File: src/rtl/stopwatch_ctrl.sv
// stopwatch_ctrl
// Control and sequencing for the stopwatch counter chain. Conditions the raw
// board inputs (2-FF synchronizer plus stability-count debounce), runs the
// PAUSE / COUNT / ADJUST mode machine, and divides the system clock into the
// single-cycle strobes consumed by the minutes/seconds counters.
//
// Ports:
//   clk, rst     system clock; synchronous active-high reset
//   btn_st       raw start/stop button (asynchronous)
//   btn_clr      raw clear button (asynchronous)
//   sw_adj       raw adjust-mode switch
//   sw_sel       raw adjust select (0 = seconds, 1 = minutes)
//   cnt_en       one-cycle count strobe to the seconds counter
//   clr          one-cycle clear strobe to all counters
//   adj_sec_en   one-cycle seconds-increment strobe (ADJUST, sel = 0)
//   adj_min_en   one-cycle minutes-increment strobe (ADJUST, sel = 1)
//   blink        display blink phase, free running
//   running      high while the mode machine is in COUNT
//   adjusting    high while the mode machine is in ADJUST
//
// The strobes are plain one-cycle pulses with no back-pressure: a consumer
// must act on every cycle a strobe is high.
module stopwatch_ctrl #(
  parameter int DEB_CYCLES = 500000,
  parameter int DIV_1HZ    = 100000000,
  parameter int DIV_2HZ    = 50000000,
  parameter int DIV_BLINK  = 25000000
) (
  input  logic clk,
  input  logic rst,
  input  logic btn_st,
  input  logic btn_clr,
  input  logic sw_adj,
  input  logic sw_sel,
  output logic cnt_en,
  output logic clr,
  output logic adj_sec_en,
  output logic adj_min_en,
  output logic blink,
  output logic running,
  output logic adjusting
);

  localparam int NIN   = 4;
  localparam int DEB_W = (DEB_CYCLES > 1) ? $clog2(DEB_CYCLES) : 1;
  localparam int C1_W  = (DIV_1HZ    > 1) ? $clog2(DIV_1HZ)    : 1;
  localparam int C2_W  = (DIV_2HZ    > 1) ? $clog2(DIV_2HZ)    : 1;
  localparam int BL_W  = (DIV_BLINK  > 1) ? $clog2(DIV_BLINK)  : 1;

  localparam logic [DEB_W-1:0] DEB_MAX = DEB_W'(DEB_CYCLES - 1);
  localparam logic [C1_W-1:0]  C1_MAX  = C1_W'(DIV_1HZ - 1);
  localparam logic [C2_W-1:0]  C2_MAX  = C2_W'(DIV_2HZ - 1);
  localparam logic [BL_W-1:0]  BL_MAX  = BL_W'(DIV_BLINK - 1);

  typedef enum logic [1:0] {
    S_PAUSE  = 2'd0,
    S_COUNT  = 2'd1,
    S_ADJUST = 2'd2
  } state_t;

  // ---------------------------------------------------------------------
  // Input conditioning. Bit order: 0 btn_st, 1 btn_clr, 2 sw_adj, 3 sw_sel.
  // ---------------------------------------------------------------------
  logic [NIN-1:0]   raw;
  logic [NIN-1:0]   sync1;
  logic [NIN-1:0]   sync2;
  logic [NIN-1:0]   deb;
  logic [NIN-1:0]   deb_q;
  logic [DEB_W-1:0] deb_cnt [NIN];

  assign raw = {sw_sel, sw_adj, btn_clr, btn_st};

  always_ff @(posedge clk) begin
    if (rst) begin
      sync1 <= '0;
      sync2 <= '0;
      deb   <= '0;
      deb_q <= '0;
      for (int i = 0; i < NIN; i++) deb_cnt[i] <= '0;
    end else begin
      sync1 <= raw;
      sync2 <= sync1;
      deb_q <= deb;
      for (int i = 0; i < NIN; i++) begin
        // The level only moves after DEB_CYCLES consecutive disagreeing
        // samples; any agreeing sample restarts the count.
        if (sync2[i] != deb[i]) begin
          if (deb_cnt[i] == DEB_MAX) begin
            deb[i]     <= sync2[i];
            deb_cnt[i] <= '0;
          end else begin
            deb_cnt[i] <= deb_cnt[i] + DEB_W'(1);
          end
        end else begin
          deb_cnt[i] <= '0;
        end
      end
    end
  end

  // Button press events: registered rising edge of the debounced level,
  // which places them DEB_CYCLES+3 cycles after the raw edge.
  logic st_evt;
  logic clr_evt;
  logic adj_lvl;
  logic sel_lvl;

  always_ff @(posedge clk) begin
    if (rst) begin
      st_evt  <= 1'b0;
      clr_evt <= 1'b0;
    end else begin
      st_evt  <= deb[0] & ~deb_q[0];
      clr_evt <= deb[1] & ~deb_q[1];
    end
  end

  assign adj_lvl = deb[2];
  assign sel_lvl = deb[3];

  // ---------------------------------------------------------------------
  // Mode machine. Priority within a cycle: clr_evt > adj_lvl > st_evt.
  // ---------------------------------------------------------------------
  state_t state;
  state_t state_nxt;

  always_ff @(posedge clk) begin
    if (rst) state <= S_PAUSE;
    else     state <= state_nxt;
  end

  always_comb begin
    state_nxt = state;
    case (state)
      S_PAUSE: begin
        if (clr_evt)      state_nxt = S_PAUSE;
        else if (adj_lvl) state_nxt = S_ADJUST;
        else if (st_evt)  state_nxt = S_COUNT;
      end
      S_COUNT: begin
        if (clr_evt)      state_nxt = S_PAUSE;
        else if (adj_lvl) state_nxt = S_ADJUST;
        else if (st_evt)  state_nxt = S_PAUSE;
      end
      S_ADJUST: begin
        if (clr_evt)      state_nxt = S_ADJUST;
        else if (!adj_lvl) state_nxt = S_PAUSE;
      end
      default: state_nxt = S_PAUSE;
    endcase
  end

  assign running   = (state == S_COUNT);
  assign adjusting = (state == S_ADJUST);

  // ---------------------------------------------------------------------
  // Dividers and strobes. Both dividers sit at 0 outside their own mode, so
  // every entry starts a fresh full period.
  // ---------------------------------------------------------------------
  logic [C1_W-1:0] div_cnt;
  logic [C2_W-1:0] div_adj;

  always_ff @(posedge clk) begin
    if (rst) begin
      div_cnt    <= '0;
      div_adj    <= '0;
      cnt_en     <= 1'b0;
      clr        <= 1'b0;
      adj_sec_en <= 1'b0;
      adj_min_en <= 1'b0;
    end else begin
      clr        <= clr_evt;
      cnt_en     <= 1'b0;
      adj_sec_en <= 1'b0;
      adj_min_en <= 1'b0;
      // Gating on clr_evt both restarts the phase and keeps cnt_en out of
      // the cycle in which clr is high.
      if (state == S_COUNT && !clr_evt) begin
        if (div_cnt == C1_MAX) begin
          div_cnt <= '0;
          cnt_en  <= 1'b1;
        end else begin
          div_cnt <= div_cnt + C1_W'(1);
        end
      end else begin
        div_cnt <= '0;
      end
      // sel_lvl is sampled only at the wrap, so flipping it mid-period
      // redirects the next strobe without disturbing the phase.
      if (state == S_ADJUST) begin
        if (div_adj == C2_MAX) begin
          div_adj    <= '0;
          adj_sec_en <= ~sel_lvl;
          adj_min_en <= sel_lvl;
        end else begin
          div_adj <= div_adj + C2_W'(1);
        end
      end else begin
        div_adj <= '0;
      end
    end
  end

  logic [BL_W-1:0] div_blink;

  always_ff @(posedge clk) begin
    if (rst) begin
      div_blink <= '0;
      blink     <= 1'b0;
    end else if (div_blink == BL_MAX) begin
      div_blink <= '0;
      blink     <= ~blink;
    end else begin
      div_blink <= div_blink + BL_W'(1);
    end
  end

endmodule

File: config.mk
export PLATFORM = sky130hd
export DESIGN_NAME = stopwatch_ctrl
export DESIGN_NICKNAME = d
export VERILOG_FILES = /design/src/rtl/stopwatch_ctrl.sv
export SDC_FILE = /design/constraint.sdc
export NUM_CORES = 1
export LEC_CHECK = 0
export BUFFER_PORTS_ARGS = -buffer_cell sky130_fd_sc_hd__buf_2
export CAP_MARGIN = 5
export CORE_MARGIN = 2
export CORE_UTILIZATION = 60
export DETAILED_ROUTE_END_ITERATION = 8
export GPL_TIMING_DRIVEN = 0
export PLACE_DENSITY_LB_ADDON = 0.1
export SYNTH_ARGS = -nofsm -noshare
export SYNTH_HDL_FRONTEND = slang
export SYNTH_SLANG_ARGS = --single-unit
File: constraint.sdc
create_clock -name clk -period 4.3 [get_ports clk]
set_input_delay 0.43 -clock clk [delete_from_list [all_inputs] [get_ports clk]]
set_output_delay 0.43 -clock clk [all_outputs]
set_load 0.02 [all_outputs]
* Word-level counts from Yosys, hierarchy flattened
Memories as Yosys holds them, arrays and structs flattened. Cells that the tools add are included.
Operators by class: add/sub/neg operators 7, reduce and logical (&&, ||, !) cells 13, equal/unequal tests 16, bitwise logic cells 21, mux-type cells 68
Operators with widths (count):
- $mux 19 | 12
- $add 19x1->19 const B | 4
- $eq 19x19->1 const B | 4
- $mux 1 | 47
- $add 27x1->27 const B | 1
- $eq 27x27->1 const B | 1
- $add 26x1->26 const B | 1
- $eq 26x26->1 const B | 1
- $add 25x1->25 const B | 1
- $eq 25x25->1 const B | 1
- $mux 2 | 8
- $or 1x1->1 | 12
- $reduce_or 3->1 | 3
- $reduce_and 2->1 | 4
- $not 1->1 | 7
- $pmux 2 s3 | 1
- $ne 1x1->1 | 4
- $ne 4x1->1 const B | 1
- $ne 4x4->1 const B | 1
- $reduce_or 2->1 | 2
- $ne 3x2->1 const B | 1
- $reduce_and 3->1 | 1
- $and 1x1->1 | 2
- $eq 2x1->1 const B | 1
- 4 further kinds | 4
Storage, ports and cells: memory bits (writable) 76, memories 1, flip-flop bits (word level) 101, output and inout bits 7, input port bits 6
Memories:
- deb_cnt | words 4, bits a word 19, read ports 4, clocked after memory_dff 0, write ports 4, line 69 | logic [DEB_W-1:0] deb_cnt [NIN];

* Logic depth before layout (Yosys ltp)
Gate-level depths: netlist of run 1.
depth in word-level cells 8, mapped depth 7, depth with buffers taken out 5

* Worst setup path after synthesis of run 1
Ideal clock, no wire load.
path kind register to register, start memory deb_cnt[0][15] (netlist name), end memory deb_cnt[0][10] (netlist name) (data pin), cell stages (with the launch flop) 6, required time 4.043 ns, arrival time 1.703 ns, setup slack 2.341 ns, clock period less this slack 1.959 ns, library setup time 0.257 ns, path through edfxtp_1 > nand3_1 > or4b_2 > o21bai_2 > buf_2 > nor2_1
RTL lines (line):
- start, declared | 69

* Final worst setup path of run 1
start register div_cnt[0], end register div_cnt[13]
Between the ends: word-level cells in the longest chain between the ends 2, elaborated cells on any way between the ends 3, those cells by class 1 x add/sub; 1 x eq/ne; 1 x reduce/logical
RTL lines:
- start, declared | line 160 | logic [C1_W-1:0] div_cnt;
- start signal, assigned | line 183 | div_cnt <= div_cnt + C1_W'(1);
- branches (longest 2 deep; another with $add 27x1->27)
Parallel ways; which one is timed is not known. A chain may end at the register's enable or synchronous reset.

==> results of run 1 <==
## worst paths after layout
| check | slack [ns] | startpoint | depth (start not counted) | endpoint |
|---|---|---|---|---|
| worst max register to register | 1.92 | div_cnt[0] | 7 | div_cnt[13] |
| worst min-delay path | 0.22 | sw_adj | 2 | sync1[2] |
| worst min register to register | 0.38 | deb_q[1] | 1 | clr_evt |
| worst max-delay path | 1.92 | div_cnt[0] | 7 | div_cnt[13] |
## power by group
group          total (W)  switching, W  internal, W
Sequential       0.00183     0.0000389      0.00179
Clock            0.00155      0.000641     0.000907
Combinational  0.0000853     0.0000518    0.0000335
## cells by family (layout without fill, tap and decap cells)
family / after synthesis / after routing
simple gates: 450 / 450
fa+ha+maj: 7 / 7
buf+inv: 58 / 102
flops: 177 / 177
other cells: 1 / 76
xor+xnor: 82 / 82
compound gates: 145 / 145
## through the flow
stage / cell area (um2) / utilization / power (W)
floorplan: 8996 / - / 0.001920
global placement: 9286 / 0.6463 / 0.001943
detailed placement: 9286 / 0.6463 / 0.001945
finish: 9878 / 0.6875 / 0.003460
CTS: 9878 / 0.6875 / 0.003482
global route: 9878 / 0.6875 / 0.003561
## cells in the final DEF, fill, tap and decap left out, types with 7 or more instances in the layout
cell | netlist | routed
sky130_fd_sc_hd__o21ai_0 | 30 | 30
sky130_fd_sc_hd__or4_1 | 37 | 37
sky130_fd_sc_hd__o31ai_1 | 29 | 29
sky130_fd_sc_hd__ha_1 | 7 | 7
sky130_fd_sc_hd__xor2_1 | 36 | 36
sky130_fd_sc_hd__nand4_1 | 32 | 32
sky130_fd_sc_hd__a21oi_1 | 61 | 61
sky130_fd_sc_hd__and4_1 | 16 | 16
sky130_fd_sc_hd__nor4_1 | 18 | 18
sky130_fd_sc_hd__buf_2 | 9 | 21
sky130_fd_sc_hd__dfxtp_1 | 101 | 101
sky130_fd_sc_hd__nor3_1 | 16 | 16
sky130_fd_sc_hd__or3_1 | 34 | 34
sky130_fd_sc_hd__nor2b_1 | 15 | 15
sky130_fd_sc_hd__xnor2_1 | 46 | 46
sky130_fd_sc_hd__nand3_1 | 69 | 69
sky130_fd_sc_hd__conb_1 | 1 | 76
sky130_fd_sc_hd__clkbuf_16 | 0 | 20
sky130_fd_sc_hd__clkbuf_1 | 20 | 22
sky130_fd_sc_hd__nor4b_1 | 7 | 7
sky130_fd_sc_hd__inv_1 | 25 | 25
sky130_fd_sc_hd__edfxtp_1 | 76 | 76
sky130_fd_sc_hd__nor2_1 | 108 | 108
sky130_fd_sc_hd__nand2_1 | 61 | 61
## per-layer routing
layer,share of wire,vias to the layer above
met5,0,-
met4,0.016,0
met3,0.038,23
met2,0.48,123
met1,0.47,3213
li1,-,3545
## area by class of cell
type                    count  area share
plain buffers              32     0.01495
well taps                 184     0.02331
clock inverters             8    0.007220
inverters                  26    0.009880
flip-flops and latches    177      0.4357
repair buffers             12    0.006080
multi-input cells         760      0.4502
clock buffers              24     0.05269
## state kept, by name (all words and copies together) (netlist names), 2 cells and up
| register | flops |
|---|---|
| deb | 4 |
| deb_cnt | 76 |
| sync2 | 4 |
| div_cnt | 27 |
| deb_q | 2 |
| state | 2 |
| div_blink | 25 |
| sync1 | 4 |
| div_adj | 26 |
## critical path, delay by kind of cell (launching register included)
kind | cells | cell delay, ns
flip-flops | 1 | 0.38
adder cells (fa/ha/maj) | 1 | 0.22
AO/OA/AOI/OAI | 1 | 0.58
AND/OR/NAND/NOR | 3 | 0.44
buffers and inverters | 2 | 0.63
==> flow_results.xml, run 1 <==
<?xml version="1.0" encoding="UTF-8"?>
<metrics>
  <group name="clocking">
    <metric name="cts.sinks" unit="">177</metric>
    <metric name="cts_made_buffers" unit="">17</metric>
    <metric name="cts_tree" unit="">done</metric>
    <metric name="worst_skew_pair.late_latency" unit="ns">0.43</metric>
    <metric name="cts_htree_levels" unit="">4</metric>
    <metric name="ctsRootBufferMaster" unit="">sky130_fd_sc_hd__clkbuf_16</metric>
    <metric name="clk_path_buf_depth" unit="">2</metric>
    <metric name="cts_resized" unit="">0</metric>
    <metric name="clk_pin_slew_worst_paths" unit="ns">0.06</metric>
    <metric name="post_cts.repair.setup_buffers" unit="">0</metric>
    <metric name="ctsHoldBuffers" unit="">0</metric>
  </group>
  <group name="timing">
    <metric name="max-slew-margin-rel" unit="">0.3622</metric>
    <metric name="worst_pin_slew" unit="ns">0.9435</metric>
    <metric name="final.setup.worst_slack" unit="ns">1.917</metric>
    <metric name="hold_ws" unit="ns">0.2187</metric>
    <metric name="rsz0062_at_grt" unit="">no</metric>
    <metric name="min_period" unit="ns">2.383</metric>
    <metric name="skew" unit="ns">0.008758</metric>
    <metric name="report.final.slew_viol_count" unit="">0</metric>
    <metric name="final_min_period_over_clock_period" unit="">0.5541</metric>
    <metric name="hold_viol_final" unit="">0</metric>
    <metric name="finalSetupTns" unit="ns">0</metric>
    <metric name="report.final.setup_viol" unit="">0</metric>
    <metric name="timing.fmax" unit="GHz">0.4197</metric>
  </group>
  <group name="grt">
    <metric name="wire_length_of_the_first_global_routing_pass" unit="mm">29.66</metric>
    <metric name="grt_antenna_before_repair" unit="">0</metric>
    <metric name="layer_with_the_highest_usage" unit="">met2</metric>
    <metric name="globalRouteOverflowTotal" unit="">0</metric>
    <metric name="grt_util_met2" unit="">0.3787</metric>
    <metric name="gr_met3_demand_resource" unit="">0.05069</metric>
    <metric name="global_route.usage.total" unit="">0.2292</metric>
    <metric name="grt_max_degree" unit="">17</metric>
    <metric name="grt_pass1_vias" unit="">6607</metric>
    <metric name="groute.layer.met1.usage" unit="">0.2938</metric>
  </group>
  <group name="place">
    <metric name="place.detailed.instances" unit="">1191</metric>
    <metric name="routabilityCongestion" unit="">0.8514</metric>
    <metric name="preCtsSetupSlack" unit="ns">1.935</metric>
    <metric name="numPortBuffers" unit="">12</metric>
    <metric name="hpwlAfterDp" unit="mm">11.54</metric>
  </group>
  <group name="layout">
    <metric name="final_net_count" unit="">1039</metric>
    <metric name="antenna-diode-count" unit="">0</metric>
    <metric name="area_added_between_synthesis_and_finish" unit="%">13.35</metric>
    <metric name="drive_above_1_share" unit="">0.07122</metric>
    <metric name="fill_cells" unit="">1145</metric>
    <metric name="sequential_cell_area" unit="mm2">0.004304</metric>
    <metric name="post_layout_nonfiller_instances" unit="">1223</metric>
    <metric name="multi_input_comb_area" unit="mm2">0.004447</metric>
  </group>
  <group name="synth">
    <metric name="postSynthCellCount" unit="">920</metric>
    <metric name="seq_area_frac_synth" unit="">0.4939</metric>
    <metric name="synthMuxAreaShare" unit="">0</metric>
    <metric name="synth_top_family_by_area" unit="">simple AND/OR/NAND/NOR gates</metric>
    <metric name="synthMostInstantiatedCell" unit="">sky130_fd_sc_hd__nor2_1</metric>
    <metric name="synth-edff-count" unit="">76</metric>
    <metric name="synth.cells.most_frequent" unit="">sky130_fd_sc_hd__nor2_1 (108), sky130_fd_sc_hd__dfxtp_1 (101), sky130_fd_sc_hd__edfxtp_1 (76)</metric>
    <metric name="yosys-top-cells-area" unit="">sky130_fd_sc_hd__edfxtp_1 (26%), sky130_fd_sc_hd__dfxtp_1 (23%), sky130_fd_sc_hd__nor2_1 (4.7%)</metric>
    <metric name="synth-compound-area-share" unit="">0.1027</metric>
    <metric name="ys_ff_latch" unit="">177</metric>
    <metric name="syn_avg_cell_area" unit="um2">9.472</metric>
    <metric name="xor_xnor_fraction_of_synth_area" unit="">0.08241</metric>
    <metric name="synth-simple-area-share" unit="">0.2824</metric>
    <metric name="postSynth.topFlopCell" unit="">sky130_fd_sc_hd__dfxtp_1</metric>
    <metric name="syn_area" unit="mm2">0.008715</metric>
    <metric name="synth_largest_type_area_fraction" unit="">0.2619</metric>
    <metric name="synth_largest_area_cell" unit="">sky130_fd_sc_hd__edfxtp_1</metric>
    <metric name="synth_cell_type_count" unit="">52</metric>
    <metric name="async_reset_ff_frac" unit="">0</metric>
    <metric name="synthAdderAreaFrac" unit="">0.01005</metric>
    <metric name="yosysWarnings" unit="">0</metric>
  </group>
  <group name="power">
    <metric name="worst_ir_drop_vdd" unit="mV">0.2693</metric>
    <metric name="pwr_density" unit="mW/mm2">350.3</metric>
    <metric name="leakage" unit="nW">3.105</metric>
  </group>
  <group name="worst_setup_path">
    <metric name="worst_setup_path_end_kind" unit="">flop</metric>
    <metric name="critical-path-max-stage-delay" unit="ns">0.58</metric>
    <metric name="cp.arrival" unit="ns">2.69</metric>
    <metric name="cp_data_required_time" unit="ns">4.61</metric>
    <metric name="crit_type" unit="">flop to flop</metric>
    <metric name="worst-path-max-fanout" unit="">10</metric>
    <metric name="critical_path.cell_chain" unit="">ha_1 &gt; and3_1 &gt; clkbuf_1 &gt; nand2_1 &gt; o31ai_1 &gt; buf_2 &gt; nor2_1</metric>
    <metric name="start_kind" unit="">flop</metric>
    <metric name="critical-path-slowest-cell" unit="">sky130_fd_sc_hd__o31ai_1</metric>
  </group>
  <group name="die">
    <metric name="die_width" unit="um">124.5</metric>
    <metric name="placementRows" unit="">44</metric>
    <metric name="chipHeight" unit="um">124.5</metric>
    <metric name="floorplan.io_pins" unit="">13</metric>
    <metric name="initial_core_util" unit="">0.6065</metric>
    <metric name="core-area" unit="mm2">0.01437</metric>
    <metric name="die-area" unit="mm2">0.01550</metric>
  </group>
  <group name="routing">
    <metric name="post_drt_wl_per_cell" unit="um">13.84</metric>
    <metric name="wirelength" unit="mm">16.92</metric>
    <metric name="detailedRoute.firstIterationViolations" unit="">486</metric>
    <metric name="routed_via_density" unit="">5.645</metric>
    <metric name="detail-route-antenna-nets" unit="">0</metric>
    <metric name="number_of_remaining_drc_errors" unit="">0</metric>
    <metric name="drtPass1Iterations" unit="">5</metric>
    <metric name="vias" unit="">6904</metric>
  </group>
  <group name="job">
    <metric name="drv_cap" unit="">0</metric>
  </group>
  <group name="outcome">
    <metric name="outcome" unit="">complete, no violations</metric>
  </group>
  <group name="min_path">
    <metric name="timing.hold.worst.class" unit="">input pin to flop</metric>
  </group>
</metrics>
(Power assumes the default switching activity.)
==> run 2, diff against run 1 <==
--- a/config.mk
+++ b/config.mk
@@ -5,10 +5,11 @@
 export SDC_FILE = /design/constraint.sdc
 export NUM_CORES = 1
 export LEC_CHECK = 0
+export ABC_AREA = 1
 export BUFFER_PORTS_ARGS = -buffer_cell sky130_fd_sc_hd__buf_2
 export CAP_MARGIN = 5
 export CORE_MARGIN = 2
-export CORE_UTILIZATION = 60
+export CORE_UTILIZATION = 57
 export DETAILED_ROUTE_END_ITERATION = 8
 export GPL_TIMING_DRIVEN = 0
 export PLACE_DENSITY_LB_ADDON = 0.1
==> constraint.sdc (replaced) <==
create_clock -name clk -period 2.12 [get_ports clk]
set_input_delay 0.212 -clock clk [delete_from_list [all_inputs] [get_ports clk]]
set_output_delay 0.212 -clock clk [all_outputs]
set_load 0.02 [all_outputs]
==> flow_results.xml, run 2 <==
<?xml version="1.0" encoding="UTF-8"?>
<metrics>
  <group name="outcome">
    <metric name="outcome" unit="">complete, no violations</metric>
  </group>
  <group name="timing">
    <metric name="hold_viol_final" unit="">0</metric>
    <metric name="hold_ws" unit="ns">0.3861</metric>
    <metric name="final.setup.worst_slack" unit="ns">0.2365</metric>
    <metric name="finalSetupTns" unit="ns">0</metric>
    <metric name="min_period" unit="ns">1.884</metric>
    <metric name="report.final.slew_viol_count" unit="">0</metric>
    <metric name="timing.fmax" unit="GHz">0.5309</metric>
    <metric name="rsz0062_at_grt" unit="">no</metric>
    <metric name="final_min_period_over_clock_period" unit="">0.8884</metric>
    <metric name="report.final.setup_viol" unit="">0</metric>
    <metric name="skew" unit="ns">0.007494</metric>
  </group>
  <group name="place">
    <metric name="placed_cell_area" unit="mm2">0.01013</metric>
    <metric name="numPortBuffers" unit="">11</metric>
    <metric name="hpwlAfterDp" unit="mm">13.54</metric>
    <metric name="preCtsSetupSlack" unit="ns">0.2222</metric>
    <metric name="routabilityCongestion" unit="">0.8901</metric>
  </group>
  <group name="min_path">
    <metric name="timing.hold.worst.class" unit="">flop to flop</metric>
  </group>
  <group name="layout">
    <metric name="layout_common_cells" unit="">sky130_fd_sc_hd__nand2_1 (332), sky130_fd_sc_hd__nor2_1 (321), sky130_fd_sc_hd__inv_1 (137), sky130_fd_sc_hd__dfxtp_1 (101)</metric>
    <metric name="antenna-diode-count" unit="">0</metric>
    <metric name="area_added_between_synthesis_and_finish" unit="%">13.56</metric>
    <metric name="drive_above_1_share" unit="">0.06431</metric>
    <metric name="reg.largest.list" unit="">deb_cnt (76), div_cnt (27), div_adj (26)</metric>
    <metric name="largest_reg_flops" unit="">76</metric>
    <metric name="final_common_cell" unit="">sky130_fd_sc_hd__nand2_1</metric>
    <metric name="final_net_count" unit="">1415</metric>
    <metric name="fill_cells" unit="">1496</metric>
    <metric name="top_register" unit="">deb_cnt</metric>
    <metric name="final_design_area_no_fill" unit="mm2">0.01081</metric>
  </group>
  <group name="die">
    <metric name="die_width" unit="um">133.2</metric>
    <metric name="placementRows" unit="">47</metric>
    <metric name="die-area" unit="mm2">0.01774</metric>
    <metric name="initial_core_util" unit="">0.5779</metric>
    <metric name="floorplan.io_pins" unit="">13</metric>
    <metric name="chipHeight" unit="um">133.2</metric>
    <metric name="core-area" unit="mm2">0.01647</metric>
  </group>
  <group name="worst_setup_path">
    <metric name="cp.arrival" unit="ns">2.07</metric>
    <metric name="cp_data_required_time" unit="ns">2.31</metric>
    <metric name="start_kind" unit="">flop</metric>
    <metric name="crit_type" unit="">flop to flop</metric>
    <metric name="worst-path-max-fanout" unit="">10</metric>
    <metric name="worst_setup_path_end_kind" unit="">flop</metric>
  </group>
  <group name="synth">
    <metric name="synthMuxAreaShare" unit="">0</metric>
    <metric name="ys_ff_latch" unit="">177</metric>
    <metric name="synthMostInstantiatedCell" unit="">sky130_fd_sc_hd__nand2_1</metric>
    <metric name="synth.cells.most_frequent" unit="">sky130_fd_sc_hd__nand2_1 (332), sky130_fd_sc_hd__nor2_1 (321), sky130_fd_sc_hd__inv_1 (137)</metric>
    <metric name="synth_largest_area_cell" unit="">sky130_fd_sc_hd__edfxtp_1</metric>
    <metric name="seq_area_frac_synth" unit="">0.4523</metric>
    <metric name="synth-compound-area-share" unit="">0.03406</metric>
    <metric name="xor_xnor_fraction_of_synth_area" unit="">0.06995</metric>
    <metric name="async_reset_ff_frac" unit="">0</metric>
    <metric name="yosysWarnings" unit="">0</metric>
    <metric name="synth_largest_type_area_fraction" unit="">0.2398</metric>
    <metric name="postSynth.topFlopCell" unit="">sky130_fd_sc_hd__dfxtp_1</metric>
    <metric name="synth-simple-area-share" unit="">0.3645</metric>
    <metric name="synthAdderAreaFrac" unit="">0.009204</metric>
    <metric name="yosys-top-cells-area" unit="">sky130_fd_sc_hd__edfxtp_1 (24%), sky130_fd_sc_hd__dfxtp_1 (21%), sky130_fd_sc_hd__nand2_1 (13%)</metric>
    <metric name="synth_top_family_by_area" unit="">simple AND/OR/NAND/NOR gates</metric>
    <metric name="synth-edff-count" unit="">76</metric>
    <metric name="syn_area" unit="mm2">0.009515</metric>
    <metric name="postSynthCellCount" unit="">1292</metric>
    <metric name="syn_avg_cell_area" unit="um2">7.365</metric>
    <metric name="synth_cell_type_count" unit="">36</metric>
  </group>
  <group name="power">
    <metric name="worst_ir_drop_vdd" unit="mV">0.6335</metric>
    <metric name="pnr_total_power" unit="W">0.007236</metric>
    <metric name="leakage" unit="nW">3.967</metric>
    <metric name="pwr_density" unit="mW/mm2">669.7</metric>
  </group>
  <group name="clocking">
    <metric name="clk_path_buf_depth" unit="">2</metric>
    <metric name="cts_tree" unit="">done</metric>
    <metric name="cts_made_buffers" unit="">17</metric>
    <metric name="ctsRootBufferMaster" unit="">sky130_fd_sc_hd__clkbuf_16</metric>
    <metric name="cts_htree_levels" unit="">4</metric>
    <metric name="cts.sinks" unit="">177</metric>
    <metric name="worst_skew_pair.late_latency" unit="ns">0.43</metric>
    <metric name="clk_pin_slew_worst_paths" unit="ns">0.06</metric>
    <metric name="cts_resized" unit="">0</metric>
  </group>
  <group name="grt">
    <metric name="wire_length_of_the_first_global_routing_pass" unit="mm">32.53</metric>
    <metric name="grt_antenna_before_repair" unit="">0</metric>
    <metric name="global_route.usage.total" unit="">0.2223</metric>
    <metric name="grt_pass1_vias" unit="">7385</metric>
    <metric name="grt_max_degree" unit="">17</metric>
    <metric name="globalRouteOverflowTotal" unit="">0</metric>
  </group>
  <group name="routing">
    <metric name="detailedRoute.firstIterationViolations" unit="">540</metric>
    <metric name="drtPass1Iterations" unit="">7</metric>
    <metric name="routed_via_density" unit="">4.839</metric>
    <metric name="wirelength" unit="mm">18.44</metric>
    <metric name="post_drt_wl_per_cell" unit="um">11.28</metric>
    <metric name="vias" unit="">7911</metric>
    <metric name="detail-route-antenna-nets" unit="">0</metric>
    <metric name="number_of_remaining_drc_errors" unit="">0</metric>
  </group>
  <group name="job">
    <metric name="drv_cap" unit="">0</metric>
  </group>
</metrics>
## run 2: worst max-delay path, stage by stage, from the launching register on
cell and delay [ns]:
sky130_fd_sc_hd__edfxtp_1 0.38, sky130_fd_sc_hd__ha_1 0.17, sky130_fd_sc_hd__nand2_1 0.11, sky130_fd_sc_hd__nor2_4 0.16, sky130_fd_sc_hd__nand3_1 0.17, sky130_fd_sc_hd__o21ai_2 0.39
sky130_fd_sc_hd__buf_6 0.20, sky130_fd_sc_hd__nor2_1 0.06
## run 2: kinds of logic after synthesis
| group | count (synthesis) |
|---|---|
| and+or+nand+nor | 819 |
| DFF | 177 |
| buffers and inverters | 152 |
| xor gates and xnor gates | 76 |
| AOI/OAI and AO/OA | 60 |
| adders and majority gates | 7 |
| other | 1 |
## run 2: cell type report
type	count	area, um2	share of cell area
Inverter	139	521.8	0.04829
Timing Repair Buffer	16	105.1	0.009727
Tap cell	220	275.3	0.02547
Clock buffer	24	535.5	0.04956
Sequential cell	177	4304	0.3983
Clock inverter	8	92.59	0.008569
Buffer	13	140.1	0.01297
Multi-Input combinational cell	1038	4831	0.4471
## run 2: final timing paths
path | start | end | slack [ns] | cells past startpoint
setup / recovery | deb_cnt[3][0] | deb_cnt[3][17] | 0.24 | 7
hold / removal | deb_q[1] | clr_evt | 0.39 | 1
setup reg to reg | deb_cnt[3][0] | deb_cnt[3][17] | 0.24 | 7
hold reg to reg | deb_q[1] | clr_evt | 0.39 | 1
## run 2: power by group
part           switching, W  internal (W)
Combinational      0.000137     0.0000805
Sequential        0.0000720       0.00363
Clock               0.00132       0.00200
## run 2: metrics by stage
stage | utilization | std cells
floorplan | - | 1367
CTS | 0.6562 | 1635
global route | 0.6562 | 1635
detailed placement | 0.6150 | 1598
finish | 0.6562 | 1635
global placement | 0.6150 | 1598
## run 2: repair_timing
action | in CTS | in global routing
hold buffers | 5 | 0
buffers inserted | 0 | 0
endpoints found under the hold margin | 5 | 0
## run 2: metal layers
layer / vias to the layer above / track usage / share of wire
li1: 4223 / - / -
met1: 3539 / 0.2924 / 0.48
met2: 125 / 0.3742 / 0.46
met3: 24 / 0.04376 / 0.036
met4: 0 / 0.06678 / 0.015
met5: - / 0 / 0
